==> config.mk <==
export PLATFORM = sky130hd
export DESIGN_NAME = calculations
export DESIGN_NICKNAME = d
export VERILOG_FILES = /design/src/rtl/calculations_pkg.sv /design/src/rtl/calculations_alu16.sv /design/src/rtl/calculations.sv
export SDC_FILE = /design/constraint.sdc
export NUM_CORES = 1
export LEC_CHECK = 0
export ABC_AREA = 0
export CORE_ASPECT_RATIO = 1.2
export CORE_MARGIN = 2
export CORE_UTILIZATION = 30
export DETAILED_ROUTE_END_ITERATION = 8
export GPL_TIMING_DRIVEN = 0
export PLACE_DENSITY = 0.48
export SLEW_MARGIN = 20
export SYNTH_ARGS = -nofsm -noshare
export SYNTH_HDL_FRONTEND = slang
export SYNTH_HIERARCHICAL = 1
export SYNTH_SLANG_ARGS = --single-unit
==> constraint.sdc <==
create_clock -name clk -period 9.9 [get_ports clk]
set_input_delay 0.99 -clock clk [delete_from_list [all_inputs] [get_ports clk]]
set_output_delay 0.99 -clock clk [all_outputs]
set_load 0.05 [all_outputs]
==> src/rtl/calculations_pkg.sv <==
// -----------------------------------------------------------------------------
// calculations_pkg
// Shared encodings for the execute-stage datapath slice:
//   - ALU operation codes (ALUOp)
//   - ALU operand-A / operand-B select codes (ALUSrcA / ALUSrcB)
//   - PC-source mux select codes (PCSrc)
// -----------------------------------------------------------------------------
package calculations_pkg;

    // ALU operation select
    localparam logic [3:0] ALU_ADD   = 4'b0000;
    localparam logic [3:0] ALU_SUB   = 4'b0001;
    localparam logic [3:0] ALU_AND   = 4'b0010;
    localparam logic [3:0] ALU_OR    = 4'b0011;
    localparam logic [3:0] ALU_XOR   = 4'b0100;
    localparam logic [3:0] ALU_NOT   = 4'b0101;
    localparam logic [3:0] ALU_SLL   = 4'b0110;
    localparam logic [3:0] ALU_SRL   = 4'b0111;
    localparam logic [3:0] ALU_SRA   = 4'b1000;
    localparam logic [3:0] ALU_SLT   = 4'b1001;
    localparam logic [3:0] ALU_PASSB = 4'b1010;

    // ALU operand-A select; code 11 is a second PC encoding
    localparam logic [1:0] SRCA_PC     = 2'b00;
    localparam logic [1:0] SRCA_ZERO   = 2'b01;
    localparam logic [1:0] SRCA_A      = 2'b10;
    localparam logic [1:0] SRCA_PC_ALT = 2'b11;

    // ALU operand-B select
    localparam logic [1:0] SRCB_B    = 2'b00;
    localparam logic [1:0] SRCB_TWO  = 2'b01;
    localparam logic [1:0] SRCB_IMM  = 2'b10;
    localparam logic [1:0] SRCB_IMM2 = 2'b11;

    // PC-source mux select
    localparam logic PCSRC_ALU    = 1'b0;
    localparam logic PCSRC_ALUOUT = 1'b1;

endpackage : calculations_pkg

==> src/rtl/calculations_alu16.sv <==
// -----------------------------------------------------------------------------
// alu16
// Purely combinational ALU with Zero / negative / carry flag generation.
// Ports:
//   src_a, src_b  : operands
//   alu_op        : operation select (see calculations_pkg)
//   result        : ALU result, wraps modulo 2^WIDTH
//   zero          : result == 0
//   negative      : result MSB
//   carry         : carry-out of add, or no-borrow of sub; 0 otherwise
// -----------------------------------------------------------------------------
module alu16
    import calculations_pkg::*;
#(
    parameter int WIDTH = 16
) (
    input  logic [WIDTH-1:0] src_a,
    input  logic [WIDTH-1:0] src_b,
    input  logic [3:0]       alu_op,
    output logic [WIDTH-1:0] result,
    output logic             zero,
    output logic             negative,
    output logic             carry
);

    logic [WIDTH:0]   sum_ext_s;
    logic [WIDTH:0]   diff_ext_s;
    logic [3:0]       shamt_s;
    logic             slt_s;

    assign shamt_s = src_b[3:0];

    // Extended add/subtract so the carry-out is visible as the top bit;
    // subtract is A + ~B + 1, so its carry is 1 exactly when no borrow occurs.
    always_comb begin
        sum_ext_s  = {1'b0, src_a} + {1'b0, src_b};
        diff_ext_s = {1'b0, src_a} + {1'b0, ~src_b} + {{WIDTH{1'b0}}, 1'b1};
        slt_s      = ($signed(src_a) < $signed(src_b));
    end

    // Result and carry selection by operation code
    always_comb begin
        result = {WIDTH{1'b0}};
        carry  = 1'b0;
        case (alu_op)
            ALU_ADD: begin
                result = sum_ext_s[WIDTH-1:0];
                carry  = sum_ext_s[WIDTH];
            end
            ALU_SUB: begin
                result = diff_ext_s[WIDTH-1:0];
                carry  = diff_ext_s[WIDTH];
            end
            ALU_AND:   result = src_a & src_b;
            ALU_OR:    result = src_a | src_b;
            ALU_XOR:   result = src_a ^ src_b;
            ALU_NOT:   result = ~src_a;
            ALU_SLL:   result = src_a << shamt_s;
            ALU_SRL:   result = src_a >> shamt_s;
            ALU_SRA:   result = $unsigned($signed(src_a) >>> shamt_s);
            ALU_SLT:   result = {{(WIDTH-1){1'b0}}, slt_s};
            ALU_PASSB: result = src_b;
            default: begin
                result = {WIDTH{1'b0}};
                carry  = 1'b0;
            end
        endcase
    end

    // Status flags derived from the live result
    always_comb begin
        zero     = (result == {WIDTH{1'b0}});
        negative = result[WIDTH-1];
    end

endmodule : alu16

==> src/rtl/calculations.sv <==
// -----------------------------------------------------------------------------
// calculations
// Execute-stage datapath slice of the 16-bit multi-cycle processor.
// Registers the register-file operands A and B, selects ALU operands,
// computes the ALU result and flags, registers the result as ALUOut and
// drives the PC-source mux.
// Ports:
//   clk, reset        : clock (rising edge), asynchronous active-low reset
//   input_A, input_B  : register-file read data
//   input_PC          : current program counter
//   input_imm         : extended immediate
//   input_ALUOp       : ALU operation select
//   input_ALUSrcA/B   : ALU operand selects
//   input_PCSrc       : PC-source mux select
//   output_ALUOut_sr  : registered ALU result
//   output_ALUMuxOut  : PC-source mux output
//   output_Zero/negative/carry : combinational ALU flags
//   output_B_sr       : registered B operand (store data)
// -----------------------------------------------------------------------------
module calculations
    import calculations_pkg::*;
#(
    parameter int WIDTH = 16
) (
    input  logic             clk,
    input  logic             reset,
    input  logic [WIDTH-1:0] input_A,
    input  logic [WIDTH-1:0] input_B,
    input  logic [WIDTH-1:0] input_PC,
    input  logic [WIDTH-1:0] input_imm,
    input  logic [3:0]       input_ALUOp,
    input  logic [1:0]       input_ALUSrcA,
    input  logic [1:0]       input_ALUSrcB,
    input  logic             input_PCSrc,
    output logic [WIDTH-1:0] output_ALUOut_sr,
    output logic [WIDTH-1:0] output_ALUMuxOut,
    output logic             output_Zero,
    output logic             output_negative,
    output logic             output_carry,
    output logic [WIDTH-1:0] output_B_sr
);

    logic [WIDTH-1:0] a_r;
    logic [WIDTH-1:0] b_r;
    logic [WIDTH-1:0] alu_out_r;
    logic [WIDTH-1:0] src_a_s;
    logic [WIDTH-1:0] src_b_s;
    logic [WIDTH-1:0] alu_result_s;

    // Operand and result registers; load every cycle, clear asynchronously
    always_ff @(posedge clk or negedge reset) begin
        if (!reset) begin
            a_r       <= {WIDTH{1'b0}};
            b_r       <= {WIDTH{1'b0}};
            alu_out_r <= {WIDTH{1'b0}};
        end else begin
            a_r       <= input_A;
            b_r       <= input_B;
            alu_out_r <= alu_result_s;
        end
    end

    // Operand-A select
    always_comb begin
        src_a_s = input_PC;
        case (input_ALUSrcA)
            SRCA_PC:     src_a_s = input_PC;
            SRCA_ZERO:   src_a_s = {WIDTH{1'b0}};
            SRCA_A:      src_a_s = a_r;
            SRCA_PC_ALT: src_a_s = input_PC;
            default:     src_a_s = input_PC;
        endcase
    end

    // Operand-B select; IMM2 is the immediate scaled to a halfword offset
    always_comb begin
        src_b_s = b_r;
        case (input_ALUSrcB)
            SRCB_B:    src_b_s = b_r;
            SRCB_TWO:  src_b_s = {{(WIDTH-2){1'b0}}, 2'b10};
            SRCB_IMM:  src_b_s = input_imm;
            SRCB_IMM2: src_b_s = {input_imm[WIDTH-2:0], 1'b0};
            default:   src_b_s = b_r;
        endcase
    end

    alu16 #(
        .WIDTH (WIDTH)
    ) u_alu (
        .src_a    (src_a_s),
        .src_b    (src_b_s),
        .alu_op   (input_ALUOp),
        .result   (alu_result_s),
        .zero     (output_Zero),
        .negative (output_negative),
        .carry    (output_carry)
    );

    // PC-source mux: live result or the value registered last cycle
    always_comb begin
        if (input_PCSrc == PCSRC_ALUOUT) begin
            output_ALUMuxOut = alu_out_r;
        end else begin
            output_ALUMuxOut = alu_result_s;
        end
    end

    assign output_ALUOut_sr = alu_out_r;
    assign output_B_sr      = b_r;

endmodule : calculations

[Yosys cells after proc, flatten, opt, wreduce, memory -nomap -nowiden]
Cells that the tools add are included.
Cells by class
  $lt $le $gt $ge: 1
  div/mod/pow operators: 0
  equality and inequality tests: 16
  multiplexer cells: 5
  bitwise gates (word level): 5
  add/sub/neg operators: 3
  shift-type cells: 3
  multiply operators: 0
  reductions and logical operators: 5
Operators by type and width (number)
  case mux 16 bit (11 select lines): 1
  case mux 16 bit (4 select lines): 1
  case mux 16 bit (3 select lines): 1
  adder 16 x 16 -> 17 bit: 2
  inverter 16 bit: 2
  adder 17 x 1 -> 17 bit (second input constant): 1
  bitwise AND 16 bit: 1
  equality test 4 x 3 -> 1 bit (second input constant): 4
  zero test 16 bit: 1
  < comparator 16 bit: 1
  2-to-1 mux 16 bit: 1
  OR 16 bit: 1
  << shifter 16 x 4 -> 16 bit: 1
  right shift 16 x 4 -> 16 bit: 1
  >>> shifter 16 x 4 -> 16 bit: 1
  bitwise XOR 16 bit: 1
  equality test 4 bit (second input constant): 3
  equality test 2 bit (second input constant): 4
  equality test 4 x 2 -> 1 bit (second input constant): 2
  equality test 2 x 1 -> 1 bit (second input constant): 2
  equality test 4 x 1 -> 1 bit (second input constant): 1
  zero test 2 bit: 2
  zero test 4 bit: 1
  case mux 1 bit (2 select lines): 1
  OR reduction 2 bit: 1
Storage, ports and cells
  bits of input ports: 75
  memories kept: 0
  bits in writable memories: 0
  memory bits (read-only): 0
  bits in latches: 0
  bits in registers: 48

[Depth between registers and ports, before layout]
Gate-level depths: netlist of run 1.
  depth in word-level cells: 7
  depth in mapped cells: 20
  gate-level depth less buffers: 17

[Modules after synthesis]
The synthesis of run 1 kept the hierarchy.
By module, submodules not included
  alu16: seq. area each 0.0 um^2, cells each 648, area each 4595.7 um^2, instances 1
  calculations: seq. area each 1201.2 um^2, cells each 162, area each 2020.7 um^2, instances 1

[Least setup slack after synthesis of run 1]
Ideal clock, no wire load.
  kind: input to output
  from: in input_ALUSrcB[1]
  to: out output_Zero
  data arrival time: 6.712 ns
  setup slack: 2.198 ns
  stages on the path: 17
  buffers on the path: 4
  cell sequence: buf_6 mux2_4 o22a_1 buf_2 buf_2 inv_1 clkbuf_1 ha_1 or3_1 a31oi_1 a211oi_1 o211ai_1 o31a_1 a22oi_1 or4_1 or4b_1 nor4_1
On the way
  longest elaborated chain between the ends: 7
RTL lines
  start, declared: RTL line calculations.sv:33  | input logic [1:0] input_ALUSrcB,
  equality test 2 bit (tied with other cells): RTL line calculations.sv:78  | case (input_ALUSrcB)
  case mux 16 bit (4 select lines) (*): RTL line calculations.sv:78
  named net src_b_s[1]: RTL line calculations.sv:47  | logic [WIDTH-1:0] src_b_s;
  inverter 16 bit: RTL line calculations_alu16.sv:37  | diff_ext_s = {1'b0, src_a} + {1'b0, ~src_b} + {{WIDTH{1'b0}}, 1'b1};
  adder 16 x 16 -> 17 bit: RTL line calculations_alu16.sv:37
  adder 17 x 1 -> 17 bit: RTL line calculations_alu16.sv:37
  case mux 16 bit (11 select lines) (*): RTL line calculations_alu16.sv:45  | case (alu_op)
  named net output_negative: RTL line calculations.sv:38  | output logic output_negative,
  zero test 16 bit (*): RTL line calculations_alu16.sv:72  | zero = (result == {WIDTH{1'b0}});
  end, declared: RTL line calculations.sv:37  | output logic output_Zero,
Mark *: on every way through the listed nets, which the timed path passes. The rest lies on a longest branch.

[Worst setup path after layout of run 1]
  from: in input_ALUSrcA[0]
  to: out output_Zero
On the way
  longest elaborated chain between the ends: 7
RTL lines
  start, declared: RTL line calculations.sv:32  | input logic [1:0] input_ALUSrcA,
  equality test 2 bit or zero test 2 bit (tied branches): RTL line calculations.sv:66  | case (input_ALUSrcA)
  OR reduction 2 bit (no line)
  case mux 16 bit (3 select lines) (*): RTL line calculations.sv:66
  named net src_a_s[5]: RTL line calculations.sv:46  | logic [WIDTH-1:0] src_a_s;
  adder 16 x 16 -> 17 bit: RTL line calculations_alu16.sv:37
  adder 17 x 1 -> 17 bit: RTL line calculations_alu16.sv:37
  case mux 16 bit (11 select lines) (*): RTL line calculations_alu16.sv:45
  zero test 16 bit (*): RTL line calculations_alu16.sv:72
Marked as above.

==> results.py, run 1 <==
metrics = {
    "detailed_routing": {
        "dr.pass1.iters": 6,
        "drc": 0,
        "ant_nets": 0,
        "drtIter0Drc": 553,
        "routedWlPerCell_um": 22.8,
        "vias": 7143,
        "via_per_inst": 5.86,
        "postRouteWirelength_mm": 27.8,
    },
    "worst_setup_path": {
        "cp_max_fo": 10,
        "slowest_stage": "clkdlybuf4s50_1",
        "worstReg2RegStart": "output_B_sr[1]",
        "r2r_end": "output_ALUOut_sr[15]",
        "rrSetupSlack_ns": 4.94,
        "critPathLaunch": "input_ALUSrcA[0]",
        "endpoint": "output_Zero",
        "setup.worst_path.class": "primary input to output port",
        "slowest_delay_ns": 0.85,
        "cp.arrival_ns": 7.86,
        "start_kind": "primary input",
        "crit_chain": "clkdlybuf4s50_1 > inv_1 > ha_1 > clkbuf_2 > buf_2 > a22oi_1 > nor2_1 > clkbuf_1 > inv_1 > ha_1 > clkbuf_1 > a221oi_1 > a211oi_1 > o211ai_1 > a31oi_1 > a22oi_1 > or4_1 > or4b_1 > nor4_1 > clkdlybuf4s50_1",
        "critPathCaptureType": "output port",
        "required_ns": 8.91,
        "r2r_cells": 15,
    },
    "pwr": {
        "peakVddDrop_mv": 0.0911,
        "comb_power_share_pct": 61.4,
        "p_leak_nw": 3.31,
        "cellInternalPower_mw": 0.552,
        "p_seq_share_pct": 21.3,
        "p_sw_mw": 0.512,
        "powerDensity_nw_per_um2": 127,
        "switching_share_pct": 48.1,
        "pwr-share-clk_pct": 17.3,
    },
    "cells_and_area": {
        "final_common_cell": "clkdlybuf4s50_1",
        "final_cells": 1218,
        "final_cell_mix": "clkdlybuf4s50_1, nor2_1, ha_1",
        "synthToLayoutAreaGrowth_pct": 26.7,
        "finalInstanceArea_um2": 8380,
        "layout-drive-gt1-share_pct": 9.86,
        "nets": 1074,
    },
    "logic_synthesis": {
        "ys_seq_elements": 48,
        "synthCells": 810,
        "async_flop_share_pct": 100,
        "seq_area_frac_synth_pct": 18.2,
        "synth_area_um2": 6620,
        "synth_edf_count": 0,
        "syn_nets": 942,
        "synth.distinct_cells": 76,
        "yosysWarnings": 6,
        "synth_ff_type": "dfrtp_1",
        "avgSynthCellArea_um2": 8.17,
    },
    "sta": {
        "hold_slack_ns": 0.597,
        "max_clock_freq_mhz": 113,
        "finalSetupViolCount": 0,
        "final_hold_viol_count": 0,
        "slew_headroom_pct": 19.3,
        "clock_skew_ns": 0.00974,
        "final_max_slew_viol_count": 0,
        "finalSetupTns_ns": 0,
        "worst_slack_ns": 1.05,
        "rsz0062_at_grt": "no",
        "fin_crit_sh_pct": 89.4,
        "period_needed_ns": 8.85,
        "worst_pin_slew_ns": 1.18,
    },
    "floorplan": {
        "pin_count": 126,
        "dieArea_um2": 23300,
        "die_h_um": 167,
        "row_count": 59,
        "die_w_um": 140,
        "start_util_pct": 30.5,
        "coreArea_um2": 21700,
    },
    "cts": {
        "cts_resized": 0,
        "clock_sinks": 48,
        "cts_setup_buffers": 0,
        "cts_root_buffer": "clkbuf_16",
        "tritoncts": "built",
        "clockBufferDepth": 2,
        "clkTransAtPathRegs_ns": 0.08,
        "cts_made_buffers": 5,
        "ctsHoldBuffers": 0,
        "clk_latency_ns": 0.31,
        "h-tree-depth": 2,
    },
    "global_route": {
        "met1_usage_pct": 30.7,
        "grt_pass1_wl_mm": 42.1,
        "grt_max_degree": 33,
        "grt_use_met3_pct": 2.65,
        "globalRoute.totalOverflow": 0,
        "antenna_found_initial": 1,
        "grt_pass1_vias": 6752,
        "grt_use_total_pct": 23.3,
        "met2_usage_pct": 38.2,
        "top_usage_layer": "met2",
    },
    "job": {
        "cap_violations": 0,
    },
    "placed_design": {
        "dp_slack_ns": 1.11,
        "gp_congestion": 0.992,
        "dp_hpwl_mm": 22.7,
        "port_buffers": 122,
        "dp.cells": 1209,
        "dpl-instance-area_um2": 8230,
    },
    "min_path": {
        "hold_path_class": "primary input to async pin",
    },
    "status": {
        "outcome": "completed",
    },
}
[power by group through the flow]
stage	logic, mW	clock network, mW	registers (mW)
2_1_floorplan	0.364	0	0.294
3_3_place_gp	0.646	0	0.230
3_5_place_dp	0.644	0	0.230
4_1_cts	0.647	0.190	0.226
5_1_grt	0.695	0.199	0.229
6_report	0.653	0.185	0.226
[layout make-up]
| type | count | area (um^2) |
|---|---|---|
| well taps | 274 | 343 |
| flip-flops and latches | 48 | 1200 |
| clock buffers | 5 | 125 |
| repair buffers | 125 | 1250 |
| fillers | 2335 | 13300 |
| diodes | 1 | 2.50 |
| clock inverters | 3 | 26.3 |
| inverters | 52 | 195 |
| plain buffers | 78 | 397 |
| multi-input cells | 632 | 4850 |
[per-stage QoR]
step	util, %	total power, mW
floorplan	-	0.659
global placement	37.7	0.875
detailed placement	37.9	0.875
CTS	38.6	1.06
global route	38.6	1.12
finish	38.6	1.06
[worst min path at each step]
stage                    start                    to  slack (ns)  depth (start not counted)
2_1_floorplan            reset                a_r[0]        0.69                          0
3_3_place_gp   output_B_sr[11]  output_ALUOut_sr[11]        1.14                          5
3_5_place_dp             reset  output_ALUOut_sr[14]        0.95                          1
4_1_cts                  reset  output_ALUOut_sr[14]        0.61                          1
5_1_grt                  reset  output_ALUOut_sr[14]        0.62                          1
6_report                 reset  output_ALUOut_sr[14]        0.60                          1
[worst max-delay path, delay by kind of cell]
kind / cells / cell delay, ns
buf+inv: 8 / 2.75
fa+ha+maj: 2 / 0.58
simple gates: 4 / 1.97
compound gates: 6 / 1.55
[layer usage]
layer	vias up	share of wire, %
met5	-	0
met4	0	5.3
met3	65	5.7
met2	339	47
met1	3402	42
li1	3337	-
[Yosys cell counts, types with 8 or more instances]
cell type	number	area, um^2
a211oi_1	21	158
a21oi_1	46	230
a221oi_1	9	78.8
a22oi_1	29	218
a31oi_1	8	50.1
buf_2	15	75.1
buf_6	8	90.1
clkbuf_1	46	173
dfrtp_1	48	1200
ha_1	55	688
inv_1	52	195
mux2_2	22	248
mux2i_1	30	300
mux4_2	15	338
nand2_1	37	139
nand2b_1	12	75.1
nand3_1	26	130
nor2_1	81	304
nor2b_1	13	81.3
nor3_1	15	75.1
o211ai_1	9	67.6
o21ai_0	40	200
o22ai_1	12	75.1
[cell families after synthesis]
group                    share of synthesized area (%)
adder cells (fa/ha/maj)                           11.0
buffers and inverters                             8.94
AO/OA/AOI/OAI                                     28.2
flip-flops                                        18.2
XOR/XNOR                                         0.397
multiplexers                                      15.2
AND/OR/NAND/NOR                                   18.1
[sequential cells by signal (all words and copies together) (netlist names)]
signal / count
output_ALUOut_sr: 16
a_r: 16
output_B_sr: 16
Power figures use the tool's default switching activity.
==> run 2: changes to the inputs <==
- CORE_MARGIN: 2 -> 10
- GPL_TIMING_DRIVEN: 0 -> 1
==> run 2 against run 1 <==
Effect of this change:
- register-to-register slack better by 0.87 ns
- wire length fell by 6.6%
- cell count is 4.0% lower
- sequential share of layout area rose by 0.28 points
- first-iteration DRC count rose by 3.3%
- combinational power shrank 2%
- critical endpoint unchanged
- highest routed layer unchanged
==> results.py, run 2 (synthesis gave the netlist of run 1 again) <==
metrics = {
    "pwr": {
        "switching_share_pct": 47.4,
        "comb_power_share_pct": 60.9,
        "peakVddDrop_mv": 0.0885,
        "cellInternalPower_mw": 0.551,
        "p_total_mw": 1.05,
        "p_leak_nw": 3.27,
        "pwr-share-clk_pct": 17.6,
        "powerDensity_nw_per_um2": 127,
        "p_sw_mw": 0.496,
        "p_seq_share_pct": 21.6,
    },
    "floorplan": {
        "coreArea_um2": 21700,
        "dieArea_um2": 28400,
        "row_count": 59,
        "pin_count": 126,
        "die_h_um": 183,
        "die_w_um": 156,
        "start_util_pct": 30.5,
    },
    "detailed_routing": {
        "drtIter0Drc": 571,
        "via_per_inst": 5.78,
        "routedWlPerCell_um": 22.2,
        "drc": 0,
        "postRouteWirelength_mm": 26.0,
        "dr.pass1.iters": 5,
        "ant_nets": 0,
        "vias": 6752,
    },
    "sta": {
        "finalSetupViolCount": 0,
        "period_needed_ns": 7.88,
        "fin_crit_sh_pct": 79.6,
        "finalSetupTns_ns": 0,
        "slew_headroom_pct": 32.3,
        "final_hold_viol_count": 0,
        "max_clock_freq_mhz": 127,
        "worst_pin_slew_ns": 0.989,
        "final_max_slew_viol_count": 0,
        "rsz0062_at_grt": "no",
        "clock_skew_ns": 0.0132,
    },
    "cts": {
        "clkTransAtPathRegs_ns": 0.08,
        "ctsHoldBuffers": 0,
        "cts_root_buffer": "clkbuf_16",
        "h-tree-depth": 2,
        "tritoncts": "built",
        "clock_sinks": 48,
        "cts_resized": 0,
        "cts_setup_buffers": 0,
        "cts_made_buffers": 5,
        "clockBufferDepth": 2,
        "clk_latency_ns": 0.31,
    },
    "worst_setup_path": {
        "critPathCaptureType": "output port",
        "cp.arrival_ns": 6.89,
        "required_ns": 8.91,
        "start_kind": "primary input",
        "rrSetupSlack_ns": 5.81,
        "setup.worst_path.class": "primary input to output port",
        "cp_max_fo": 28,
    },
    "job": {
        "cap_violations": 0,
    },
    "cells_and_area": {
        "layout-drive-gt1-share_pct": 10.7,
        "final_common_cell": "clkdlybuf4s50_1",
        "synthToLayoutAreaGrowth_pct": 24.3,
        "final_cell_mix": "clkdlybuf4s50_1, nor2_1, ha_1",
        "fill_cells": 2289,
        "nets": 1026,
        "diodes": 0,
    },
    "global_route": {
        "grt_pass1_vias": 6664,
        "antenna_found_initial": 0,
        "grt_use_total_pct": 17.6,
        "grt_max_degree": 49,
        "globalRoute.totalOverflow": 0,
        "grt_pass1_wl_mm": 39.9,
    },
    "status": {
        "outcome": "completed",
    },
    "placed_design": {
        "port_buffers": 125,
        "gp_congestion": 0.929,
        "dp_hpwl_mm": 20.5,
    },
    "min_path": {
        "hold_path_class": "primary input to async pin",
    },
}
-- run 2: worst max-delay path, stage by stage --
cell and delay (ns):
clkdlybuf4s50_1 0.97, buf_4 0.35, mux2i_1 0.24, o21ai_2 0.06
buf_4 0.24, inv_1 0.34, ha_1 0.41, nor2b_1 0.20
a2111o_1 0.44, a211oi_1 0.49, a211oi_1 0.23, nor4_1 0.29
nand4bb_1 0.12, or4_1 0.45, or4b_1 0.51, nor4_1 0.26
buf_4 0.25
-- run 2: metrics by stage --
step | hold WS [ns] | worst slack (ns) | instance area, um^2 | std cells | utilization (%)
after CTS | 0.798 | 2.01 | 8230 | 1169 | 37.9
after global routing | 0.822 | 1.54 | 8230 | 1169 | 37.9
after detailed placement | 1.14 | 2.01 | 8080 | 1161 | 37.2
after global placement | 1.13 | 2.09 | 8080 | 1161 | 37.2
final | 0.765 | 2.02 | 8230 | 1169 | 37.9
after floorplan | 0.694 | 2.20 | 6620 | 810 | -
-- run 2: final cells by class --
cell class                 instances  area [um^2]  area share, %
multi-input combinational        632         4870           59.2
timing repair buffer             155         1460           17.8
sequential                        48         1200           14.6
tap                              274          343           4.17
inverter                          52          195           2.37
clock buffer                       5          125           1.52
clock inverter                     3         26.3          0.319
-- run 2: path summary, 6_finish.rpt --
path / endpoint / cells past startpoint / startpoint
max: output_Zero / 17 / input_ALUSrcB[1]
min: output_ALUOut_sr[13] / 2 / reset
max reg2reg: output_ALUOut_sr[15] / 11 / output_B_sr[4]
min reg2reg: output_ALUOut_sr[1] / 6 / a_r[1]
max in group asynchronous: a_r[0] / 2 / reset
min in group clk: output_B_sr[14] / 1 / input_B[14]
-- run 2: power by group through the flow --
stage / Clock (mW) / Sequential, mW / Combinational [mW]
final: 0.184 / 0.226 / 0.637
after global routing: 0.203 / 0.228 / 0.688
after CTS: 0.193 / 0.226 / 0.637
after detailed placement: 0 / 0.230 / 0.635
after global placement: 0 / 0.230 / 0.635
after floorplan: 0 / 0.294 / 0.364
-- run 2: layer usage --
layer | part of all wire, % | vias to the layer above | track usage (%)
met1 | 42 | 3262 | 22.0
met4 | 1.9 | 0 | 4.35
met5 | 0 | - | 0
li1 | - | 3229 | -
met2 | 49 | 235 | 29.4
met3 | 7.4 | 26 | 4.45
==> run 3: changes to the inputs <==
- clock period: 9.9 -> 7.7 ns (I/O delays scaled with it)
==> run 3 against run 2 <==
Effect of this change:
- utilization increased by 0.63 points
- clock power increased by 29%
- first-iteration DRC count increased by 15%
- clock skew decreased by 0.0056 ns
- total power increased by 31%
- largest cell class unchanged
- highest routed layer unchanged
==> results.py, run 3 (synthesis gave the netlist of run 1 again) <==
metrics = {
    "pwr": {
        "peakVddDrop_mv": 0.127,
        "p_total_mw": 1.38,
        "powerDensity_nw_per_um2": 164,
        "p_leak_nw": 3.38,
    },
    "cells_and_area": {
        "final_cell_mix": "clkdlybuf4s50_1, nor2_1, buf_4",
        "final_cells": 1183,
        "synthToLayoutAreaGrowth_pct": 26.4,
        "nets": 1040,
        "fill_cells": 2249,
        "diodes": 0,
        "regArea_um2": 1200,
        "final_common_cell": "clkdlybuf4s50_1",
        "layout-drive-gt1-share_pct": 14.0,
        "multi_input_comb_area_um2": 4880,
    },
    "sta": {
        "slew_headroom_pct": 28.7,
        "final_hold_viol_count": 0,
        "worst_pin_slew_ns": 1.04,
        "period_needed_ns": 7.26,
        "hold_slack_ns": 0.546,
        "rsz0062_at_grt": "no",
        "finalSetupViolCount": 0,
        "finalSetupTns_ns": 0,
        "clock_skew_ns": 0.00756,
        "max_clock_freq_mhz": 138,
        "fin_crit_sh_pct": 94.3,
        "final_max_slew_viol_count": 0,
        "worst_slack_ns": 0.440,
    },
    "worst_setup_path": {
        "cp_max_fo": 11,
        "slowest_delay_ns": 0.85,
        "r2r_cells": 11,
        "r2r_end": "output_ALUOut_sr[12]",
        "critPathCaptureType": "output port",
        "cp.arrival_ns": 6.49,
        "setup.worst_path.class": "primary input to output port",
        "slowest_stage": "a2111oi_0",
        "rrSetupSlack_ns": 3.52,
        "start_kind": "primary input",
        "worstReg2RegStart": "output_B_sr[5]",
        "crit_chain": "clkdlybuf4s50_1 > mux2i_1 > o21ai_0 > inv_1 > ha_1 > inv_1 > a2111oi_0 > a211oi_2 > o21a_1 > o21ai_0 > a21oi_1 > or4_1 > or4b_1 > nor4_1 > buf_12",
        "required_ns": 6.93,
    },
    "detailed_routing": {
        "postRouteWirelength_mm": 27.1,
        "drtIter0Drc": 659,
        "routedWlPerCell_um": 22.9,
        "ant_nets": 0,
        "drc": 0,
        "vias": 6985,
        "via_per_inst": 5.90,
        "dr.pass1.iters": 5,
    },
    "global_route": {
        "top_usage_layer": "met2",
        "grt_pass1_vias": 7008,
        "grt_max_degree": 49,
        "grt_use_total_pct": 18.4,
        "met2_usage_pct": 30.6,
        "met1_usage_pct": 23.0,
        "grt_use_met3_pct": 3.32,
        "grt_pass1_wl_mm": 41.7,
        "antenna_found_initial": 0,
        "globalRoute.totalOverflow": 0,
    },
    "cts": {
        "clkTransAtPathRegs_ns": 0.08,
        "clock_sinks": 48,
        "tritoncts": "built",
        "h-tree-depth": 2,
        "cts_root_buffer": "clkbuf_16",
        "clockBufferDepth": 2,
        "clk_latency_ns": 0.31,
        "cts_made_buffers": 5,
        "cts_setup_buffers": 0,
    },
    "floorplan": {
        "die_h_um": 183,
        "row_count": 59,
        "pin_count": 126,
        "start_util_pct": 30.5,
        "die_w_um": 156,
        "dieArea_um2": 28400,
        "coreArea_um2": 21700,
    },
    "min_path": {
        "hold_path_class": "primary input to async pin",
    },
    "status": {
        "outcome": "completed",
    },
    "job": {
        "cap_violations": 0,
    },
    "placed_design": {
        "dp_slack_ns": 0.418,
        "dp_hpwl_mm": 21.9,
        "dp.cells": 1175,
        "gp_congestion": 0.947,
        "port_buffers": 125,
    },
}
## run 3: cell count changes in the layout (fill, tap and decap cells not counted), sizes merged
cell,delta
buf,+30
clkdlybuf4s50,-16
## run 3: critical path: cells and delay by family
kind                       cells  cell delay, ns
muxes                          1            0.16
AOI/OAI and AO/OA              6            2.25
adders and majority gates      1            0.55
buffers and inverters          4            1.22
and+or+nand+nor                3            1.51
## run 3: where the power goes
| group | total [mW] | internal [mW] | switching, mW |
|---|---|---|---|
| registers | 0.291 | 0.279 | 0.0123 |
| clock network | 0.238 | 0.124 | 0.114 |
| logic | 0.846 | 0.316 | 0.530 |
## run 3: cell type report
cell class | count | area share (%)
sequential | 48 | 14.4
tap | 274 | 4.10
clock inverter | 3 | 0.314
clock buffer | 5 | 1.50
timing repair buffer | 169 | 19.1
multi-input combinational | 632 | 58.3
inverter | 52 | 2.33
## run 3: worst max path at each step
stage | startpoint | end | slack, ns | depth (start not counted)
3_5_place_dp | input_ALUSrcA[0] | output_Zero | 0.42 | 19
6_report | input_ALUSrcB[1] | output_Zero | 0.44 | 15
3_3_place_gp | input_ALUSrcA[0] | output_Zero | 0.49 | 19
5_1_grt | input_ALUSrcA[0] | output_Zero | 0.07 | 18
2_1_floorplan | input_ALUSrcB[1] | output_Zero | 0.44 | 17
4_1_cts | input_ALUSrcA[0] | output_Zero | 0.40 | 19
## run 3: stage by stage
stage / cell area (um^2) / utilization [%]
global placement: 8200 / 37.8
global route: 8360 / 38.5
finish: 8360 / 38.5
CTS: 8360 / 38.5
detailed placement: 8200 / 37.8
floorplan: 6620 / -
## run 3: per-layer routing
metal / vias up / routed length, um
li1: 3257 / -
met5: - / 0
met3: 47 / 1840
met4: 0 / 930
met1: 3366 / 11200
met2: 315 / 13100
## run 3: what timing repair did
| action | 4_1_cts | 5_1_grt |
|---|---|---|
| gates resized for setup | 0 | 2 |
| endpoints found under the setup margin | 0 | 1 |
| hold buffers | 0 | 0 |
